### config.mk
export PLATFORM = sky130hd
export DESIGN_NAME = serial_adder
export DESIGN_NICKNAME = d
export VERILOG_FILES = /design/src/rtl/serial_adder.sv
export SDC_FILE = /design/constraint.sdc
export NUM_CORES = 1
export LEC_CHECK = 0
export BUFFER_PORTS_ARGS = -buffer_cell sky130_fd_sc_hd__buf_2
export CORE_MARGIN = 1.5
export CORE_UTILIZATION = 55
export DETAILED_ROUTE_END_ITERATION = 16
export HOLD_SLACK_MARGIN = 0.03
export PLACE_DENSITY = 0.87
export SYNTH_ARGS = -nofsm -noshare
export SYNTH_HDL_FRONTEND = slang
export SYNTH_SLANG_ARGS = --single-unit
### constraint.sdc
create_clock -name clk -period 3.6 [get_ports clk]
set_input_delay 0.9 -clock clk [delete_from_list [all_inputs] [get_ports clk]]
set_output_delay 0.9 -clock clk [all_outputs]
set_load 0.05 [all_outputs]
### src/rtl/serial_adder.sv
// ============================================================================
//  Module   : serial_adder
//  Brief    : Bit-serial LSB-first ripple adder built from one full-adder cell
//             and a carry flop. Optional subtract mode via SERIAL_ADDER_SUB_EN.
//  Revision : 1.0 - initial release
// ============================================================================
`default_nettype none

module serial_adder #(
    parameter int WIDTH = 8
) (
    input  logic             clk,
    input  logic             rst_n,
    input  logic             start,
    input  logic [WIDTH-1:0] a,
    input  logic [WIDTH-1:0] b,
`ifdef SERIAL_ADDER_SUB_EN
    input  logic             sub,
`endif
    output logic             busy,
    output logic             done,
    output logic [WIDTH-1:0] sum,
    output logic             cout
);

    localparam int CNT_W = $clog2(WIDTH);
    localparam logic [CNT_W-1:0] LAST = CNT_W'(WIDTH - 1);

    typedef enum logic [1:0] {
        IDLE = 2'd0,
        RUN  = 2'd1,
        DONE = 2'd2
    } state_t;

    state_t           state;
    logic [WIDTH-1:0] a_sh;
    logic [WIDTH-1:0] b_sh;
    logic [WIDTH-2:0] res_sh;
    logic [CNT_W-1:0] cnt;
    logic             carry;

    logic             ha_p;
    logic             ha_g;
    logic             fa_s;
    logic             fa_c;
    logic [WIDTH-1:0] res_next;
    logic             cout_final;

    // Full adder as two half-adder stages: (a0,b0) then (p,carry).
    assign ha_p     = a_sh[0] ^ b_sh[0];
    assign ha_g     = a_sh[0] & b_sh[0];
    assign fa_s     = ha_p ^ carry;
    assign fa_c     = ha_g | (ha_p & carry);
    assign res_next = {fa_s, res_sh};

`ifdef SERIAL_ADDER_SUB_EN
    logic sub_r;
    // In subtract mode the final carry is inverted to report a borrow.
    assign cout_final = fa_c ^ sub_r;
`else
    assign cout_final = fa_c;
`endif

    always_ff @(posedge clk) begin
        if (!rst_n) begin
            state  <= IDLE;
            a_sh   <= '0;
            b_sh   <= '0;
            res_sh <= '0;
            cnt    <= '0;
            carry  <= 1'b0;
            busy   <= 1'b0;
            done   <= 1'b0;
            sum    <= '0;
            cout   <= 1'b0;
`ifdef SERIAL_ADDER_SUB_EN
            sub_r  <= 1'b0;
`endif
        end else begin
            case (state)
                IDLE: begin
                    done <= 1'b0;
                    if (start) begin
                        a_sh  <= a;
                        cnt   <= '0;
                        busy  <= 1'b1;
                        state <= RUN;
`ifdef SERIAL_ADDER_SUB_EN
                        b_sh  <= sub ? ~b : b;
                        carry <= sub;
                        sub_r <= sub;
`else
                        b_sh  <= b;
                        carry <= 1'b0;
`endif
                    end
                end
                RUN: begin
                    a_sh   <= a_sh >> 1;
                    b_sh   <= b_sh >> 1;
                    res_sh <= res_next[WIDTH-1:1];
                    carry  <= fa_c;
                    cnt    <= cnt + CNT_W'(1);
                    if (cnt == LAST) begin
                        sum   <= res_next;
                        cout  <= cout_final;
                        busy  <= 1'b0;
                        done  <= 1'b1;
                        state <= DONE;
                    end
                end
                DONE: begin
                    done  <= 1'b0;
                    state <= IDLE;
                end
                default: begin
                    busy  <= 1'b0;
                    done  <= 1'b0;
                    state <= IDLE;
                end
            endcase
        end
    end

endmodule

`default_nettype wire

==> results.py, run 1 <==
metrics = {
    "die": {
        "fp-row-count": 19,
        "initial_utilization_pct": 59.41,
        "core-area_um2": 2805,
        "die_area_um2": 3369,
        "ioPinCount": 30,
        "dieHeight_um": 58.05,
        "die_width_um": 58.05,
    },
    "hold_path": {
        "hold_start": "res_sh[0]",
        "whs_path_depth": 2,
        "holdCritPathClass": "reg2reg",
        "hold_path_end": "res_sh[0]",
    },
    "outcome": {
        "status": "finished clean",
    },
    "worst_setup_path": {
        "startpoint_type": "flop",
        "crit_path_top_delay_cell": "dfxtp_1",
        "r2r-start": "cnt[0]",
        "r2r_slack_ns": 1.92,
        "path_buf_inv": 1,
        "crit_type": "reg2out",
        "r2r-end": "cout",
        "path_delay_family": "flip-flops",
        "worst_ep_required_time_ns": 2.70,
        "cp_cell_sequence": "buf_2",
        "critPathMaxFanout": 2,
        "worstPathArrival_ns": 0.99,
        "r2r_cells": 5,
        "cp-end-kind": "primary output",
        "worst_path_largest_cell_delay_ns": 0.37,
    },
    "synth": {
        "syn-cell-area_um2": 1667,
        "syn-num-nets": 217,
        "ys_top_cells_by_area": "dfxtp_1 48%, nand2_1 12%, a21boi_0 8.6%",
        "synthDominantCellAreaShare_pct": 48.05,
        "synth-simple-area-share_pct": 20.72,
        "synthAdderAreaFrac_pct": 2.703,
        "synth_mux_area_share_pct": 0.6006,
        "synth_cell_types": 28,
        "ys_seq_area_share_pct": 48.05,
        "synth_compound_area_share_pct": 21.40,
        "ys_ff_latch": 40,
        "synthCells": 195,
        "postSynthAreaPerCell_um2": 8.547,
        "synth_top_family_by_area": "compound AO/OA/AOI/OAI gates",
        "yosysWarnings": 0,
        "yosysTopAreaCell": "dfxtp_1",
        "yosys.area_share.xor_xnor_pct": 0,
    },
    "power": {
        "p_per_area_nw_per_um2": 469.0,
        "design_power_total_w": 0.0008703,
        "intPower_w": 0.0006743,
        "clock_power_share_pct": 37.5,
        "power.leakage_nw": 0.7532,
        "pwr-share-comb_pct": 8.3,
        "switchingPower_w": 0.0001961,
        "sequentialPowerShare_pct": 54.2,
        "peakVddDrop_mv": 0.2694,
        "swShare_pct": 22.53,
    },
    "placement": {
        "place_congestion": 0.6866,
        "portBuffers": 29,
        "place_area_um2": 1760,
        "dp_hpwl_um": 1877,
    },
    "detailed_routing": {
        "drc": 0,
        "drtAntennaViolNets": 0,
        "wl_um": 2898,
        "firstDrtPassIters": 6,
        "drtIter0Drc": 31,
        "via_per_inst": 5.490,
        "wl_per_cell_um": 11.64,
        "num_vias": 1367,
    },
    "sta": {
        "post-route-min-period_ns": 1.886,
        "post-route-period-util_pct": 52.38,
        "final_max_slew_viol_count": 0,
        "rsz0062_at_grt": "no",
        "tightestPinTransition_ns": 0.6744,
        "hold_viol_final": 0,
        "fmax_mhz": 530.3,
        "setup_viol": 0,
        "fin_skew_ns": 0.007988,
        "tns_ns": 0,
        "slew_headroom_pct": 55.04,
        "whs_ns": 0.4676,
    },
    "grt": {
        "grt_pass1_vias": 1170,
        "grt_antenna_before_repair": 0,
        "grt_max_degree": 41,
        "grt_first_pass_wirelength_um": 5016,
        "grt-ovfl-total": 0,
        "grt_usage_pct": 19.56,
    },
    "clock_tree": {
        "cts_tree": "built",
        "hold_buffers": 0,
        "clkSlewWorstSetupHoldPaths_ns": 0.12,
        "cts_resized": 0,
        "postCtsSetupRepairBufs": 0,
        "clk_path_buf_depth": 2,
        "cts_made_buffers": 5,
        "clkSinkCount": 40,
        "clock_latency_ns": 0.35,
        "ctsHtreeMaxLevel": 2,
        "ctsRootBufferMaster": "clkbuf_4",
    },
    "finish": {
        "multi_input_area_um2": 757.0,
        "area_delta_synth_final_pct": 11.34,
        "nets": 239,
        "drive_gt1_share_pct": 17.89,
        "final_core_util_pct": 66.15,
        "fillCellCount": 266,
        "antennaDiodeCount": 0,
        "seq_area_um2": 800.8,
        "final_area_um2": 1856,
    },
    "flow_run": {
        "cap_viol_max_count": 0,
    },
}
[state kept, by name (all words and copies together), names as in the netlist]
signal	count
cnt	3
cout	1
busy	1
state	2
sum	8
a_sh	8
carry	1
b_sh	8
done	1
res_sh	7
[cell type report]
| class | count | share of cell area (%) |
|---|---|---|
| repair buffers | 31 | 8.631 |
| clock inverters | 1 | 1.618 |
| inverters | 1 | 0.2023 |
| multi-input cells | 138 | 40.80 |
| flip-flops and latches | 40 | 43.16 |
| clock buffers | 7 | 3.506 |
| well taps | 31 | 2.090 |
[stage by stage]
stage / instances / worst slack [ns]
global route: 249 / 1.652
CTS: 249 / 1.697
detailed placement: 241 / 1.574
global placement: 241 / 1.590
finish: 249 / 1.714
floorplan: 195 / 2.049
[logic make-up (layout without fill, tap and decap cells)]
group | Yosys count | in the layout
adders and majority gates | 3 | 3
and+or+nand+nor | 79 | 79
muxes | 1 | 1
AOI/OAI and AO/OA | 55 | 55
buffers and inverters | 17 | 40
DFF | 40 | 40
[layer usage]
layer | GRT usage (%) | up-vias | part of all wire, %
met2 | 31.98 | 30 | 46
met3 | 7.366 | 9 | 4.4
met5 | 0 | - | 0
met4 | 8.306 | 0 | 2.4
met1 | 22.99 | 618 | 47
li1 | - | 710 | -
[cells in the final DEF (no fill, tap or decap), drive strengths merged, types with 2 or more instances in the layout]
master	instances
nand2	54
ha	2
nor2	2
and3	2
buf	31
dfxtp	40
a21boi	21
clkbuf	7
nand2b	2
a31oi	14
nand3	12
o21ai	17
nand3b	3
[power by group through the flow]
stage	Sequential [W]	Combinational [W]	Clock, W
floorplan	0.000481	0.0000584	0
global placement	0.000481	0.0000708	0
detailed placement	0.000481	0.0000725	0
CTS	0.000472	0.0000730	0.000332
global route	0.000474	0.0000819	0.000351
finish	0.000472	0.0000720	0.000327
[worst max-delay path by stage]
stage	end	startpoint	depth (start not counted)	slack, ns
floorplan	a_sh[0]	start	5	2.05
global placement	cnt[0]	start	4	1.59
CTS	cout	cout	1	1.70
global route	cout	cout	1	1.65
detailed placement	cnt[0]	start	4	1.57
finish	cout	cout	1	1.71
[worst min-delay path, delay by kind of cell, from the launching register on]
family	cells	cell delay, ns
AOI/OAI and AO/OA	1	0.05
DFF	1	0.33
and+or+nand+nor	1	0.05
[cells in the mapped netlist]
library cell	instances
nand3b_1	3
nor2_1	2
a21boi_0	19
mux2i_1	1
and3_1	2
and2_1	1
a21boi_1	2
and2b_1	1
nand2_1	54
dfxtp_1	40
o211a_1	1
buf_4	5
buf_6	3
nor3b_1	1
buf_2	2
inv_1	1
a31oi_1	14
nor2b_1	1
o2bb2ai_1	1
o21ai_0	17
buf_1	1
clkbuf_2	1
clkbuf_1	4
o21a_1	1
ha_1	2
nand2b_1	2
fa_1	1
nand3_1	12
(Power assumes the default switching activity.)
==> inputs of run 2 (changes only) <==
--- a/config.mk
+++ b/config.mk
@@ -5,12 +5,13 @@
 export SDC_FILE = /design/constraint.sdc
 export NUM_CORES = 1
 export LEC_CHECK = 0
+export ABC_AREA = 1
 export BUFFER_PORTS_ARGS = -buffer_cell sky130_fd_sc_hd__buf_2
 export CORE_MARGIN = 1.5
 export CORE_UTILIZATION = 55
 export DETAILED_ROUTE_END_ITERATION = 16
 export HOLD_SLACK_MARGIN = 0.03
-export PLACE_DENSITY = 0.87
+export PLACE_DENSITY = 0.86
 export SYNTH_ARGS = -nofsm -noshare
 export SYNTH_HDL_FRONTEND = slang
 export SYNTH_SLANG_ARGS = --single-unit
==> constraint.sdc (replaced) <==
create_clock -name clk -period 1.8 [get_ports clk]
set_input_delay 0.45 -clock clk [delete_from_list [all_inputs] [get_ports clk]]
set_output_delay 0.45 -clock clk [all_outputs]
set_load 0.05 [all_outputs]
==> results.py, run 2 <==
metrics = {
    "clock_tree": {
        "hold_buffers": 0,
        "ctsRootBufferMaster": "clkbuf_4",
        "cts_resized": 0,
        "clkSlewWorstSetupHoldPaths_ns": 0.12,
        "clk_path_buf_depth": 2,
        "clock_latency_ns": 0.35,
        "cts_tree": "built",
        "cts_made_buffers": 5,
        "ctsHtreeMaxLevel": 2,
        "postCtsSetupRepairBufs": 0,
        "clkSinkCount": 40,
    },
    "worst_setup_path": {
        "worstPathArrival_ns": 1.82,
        "worst_ep_required_time_ns": 2.09,
        "r2r-end": "a_sh[7]",
        "crit_type": "reg2reg",
        "r2r-start": "state[1]",
        "startpoint_type": "flop",
        "r2r_cells": 5,
        "cp-end-kind": "flop",
        "critPathMaxFanout": 17,
        "r2r_slack_ns": 0.27,
    },
    "power": {
        "sequentialPowerShare_pct": 52.3,
        "intPower_w": 0.001371,
        "pwr-share-comb_pct": 13.9,
        "swShare_pct": 25.93,
        "clock_power_share_pct": 33.8,
        "power.leakage_nw": 1.039,
        "p_per_area_nw_per_um2": 903.8,
        "switchingPower_w": 0.0004800,
        "peakVddDrop_mv": 0.4630,
    },
    "detailed_routing": {
        "firstDrtPassIters": 4,
        "wl_per_cell_um": 10.92,
        "drc": 0,
        "num_vias": 1631,
        "via_per_inst": 5.003,
        "wl_um": 3559,
        "drtIter0Drc": 105,
        "drtAntennaViolNets": 0,
    },
    "grt": {
        "grt-ovfl-total": 0,
        "grt_max_degree": 26,
        "grt_antenna_before_repair": 0,
        "grt_first_pass_wirelength_um": 5968,
        "grt_pass1_vias": 1342,
        "grt_usage_pct": 21.77,
    },
    "placement": {
        "place_congestion": 0.8169,
        "dp_hpwl_um": 2432,
        "place_area_um2": 1958,
        "portBuffers": 29,
    },
    "synth": {
        "syn-num-nets": 275,
        "synth_most_common_cell": "nand2_1",
        "ys_top_cells_by_area": "dfxtp_1 44%, nand3_1 11%, nand2_1 10%",
        "syn-cell-area_um2": 1813,
        "ys_ff_latch": 40,
        "synth_cell_types": 22,
        "async_flop_share_pct": 0,
        "synthDominantCellAreaShare_pct": 44.17,
        "postSynthAreaPerCell_um2": 7.166,
        "synth_edf_count": 0,
        "synthTopCellsByCount": "50 x nand2_1, 40 x dfxtp_1, 39 x nand3_1, 34 x nor2_1, 30 x inv_1",
        "ys_seq_area_share_pct": 44.17,
        "yosysWarnings": 0,
        "yosysTopAreaCell": "dfxtp_1",
        "synthFlopType": "dfxtp_1",
        "synthCells": 253,
    },
    "finish": {
        "final_common_cell": "nand2_1",
        "antennaDiodeCount": 0,
        "largestRegisters": "a_sh (8), b_sh (8), sum (8)",
        "area_delta_synth_final_pct": 12.97,
        "drive_gt1_share_pct": 18.79,
        "final_area_um2": 2048,
        "seq_area_um2": 800.8,
        "final_cell_mix": "50 x nand2_1, 40 x dfxtp_1, 39 x nand3_1",
        "nets": 303,
        "fillCellCount": 290,
        "multi_input_area_um2": 787.0,
    },
    "sta": {
        "hold_viol_final": 0,
        "slew_headroom_pct": 71.48,
        "fin_skew_ns": 0.006619,
        "tightestPinTransition_ns": 0.4263,
        "post-route-period-util_pct": 84.95,
        "rsz0062_at_grt": "no",
        "setup_viol": 0,
        "tns_ns": 0,
        "fmax_mhz": 654.0,
        "final_max_slew_viol_count": 0,
        "post-route-min-period_ns": 1.529,
    },
    "die": {
        "initial_utilization_pct": 58.43,
        "die_width_um": 60.42,
        "die_area_um2": 3650,
        "dieHeight_um": 60.42,
        "core-area_um2": 3103,
        "ioPinCount": 30,
        "fp-row-count": 20,
    },
    "hold_path": {
        "hold_path_end": "b_sh[1]",
        "whs_path_depth": 3,
        "hold_start": "b[1]",
        "holdCritPathClass": "in2reg",
    },
    "outcome": {
        "status": "finished clean",
    },
    "flow_run": {
        "cap_viol_max_count": 0,
    },
}
[run 2: worst max path at each step]
stage	depth (start not counted)	slack [ns]	endpoint	startpoint
3_5_place_dp	5	0.34	a_sh[3]	state[1]
4_1_cts	5	0.31	a_sh[7]	state[1]
2_1_floorplan	6	0.67	sum[7]	cnt[0]
6_report	5	0.27	a_sh[7]	state[1]
3_3_place_gp	5	0.40	b_sh[4]	state[1]
5_1_grt	5	0.12	b_sh[7]	state[1]
[run 2: worst max-delay path: stages, from the launching register on]
cell and delay, ns:
dfxtp_1 0.36, inv_2 0.23, nand2_2 0.26, nor2_1 0.39, nand2_1 0.10, a21oi_1 0.13
[run 2: layout make-up]
type | count | share of cell area [%]
Clock buffer | 6 | 2.505
Clock inverter | 2 | 1.894
Inverter | 33 | 6.109
Multi-Input combinational cell | 166 | 38.42
Sequential cell | 40 | 39.10
Tap cell | 44 | 2.688
Timing Repair Buffer | 35 | 9.285
[run 2: stage by stage]
stage	setup slack [ns]	utilization (%)	cells	power [W]	hold slack, ns
CTS	0.3115	66.01	326	0.001861	0.3233
global placement	0.3973	63.10	318	0.001234	0.4482
detailed placement	0.3384	63.10	318	0.001242	0.4564
global route	0.1157	66.01	326	0.001955	0.3141
floorplan	0.6721	-	253	0.001190	0.4284
finish	0.2709	66.01	326	0.001851	0.3262
[run 2: power groups by stage]
| stage | clock network (W) | registers [W] | logic (W) |
|---|---|---|---|
| final | 0.000625 | 0.000968 | 0.000258 |
| after global routing | 0.000684 | 0.000976 | 0.000296 |
| after CTS | 0.000636 | 0.000969 | 0.000256 |
| after detailed placement | 0 | 0.000989 | 0.000254 |
| after global placement | 0 | 0.000986 | 0.000248 |
| after floorplan | 0 | 0.000984 | 0.000205 |
[run 2: logic make-up after synthesis]
family / after synthesis / synth area share (%)
buffers and inverters: 47 / 12.42
AND/OR/NAND/NOR: 145 / 35.40
adder cells (fa/ha/maj): 3 / 2.484
flip-flops: 40 / 44.17
AO/OA/AOI/OAI: 18 / 5.521
[run 2: routing by layer]
metal  share of wire (%)  up-vias  global-route usage, %  wire length, µm
met5                   0        -                      0                0
met1                  48      728                  30.70             1722
met2                  46       43                  31.83             1623
met4                 1.2        0                  7.764               41
met3                 4.8        5                  6.610              172
li1                    -      855                      -                -
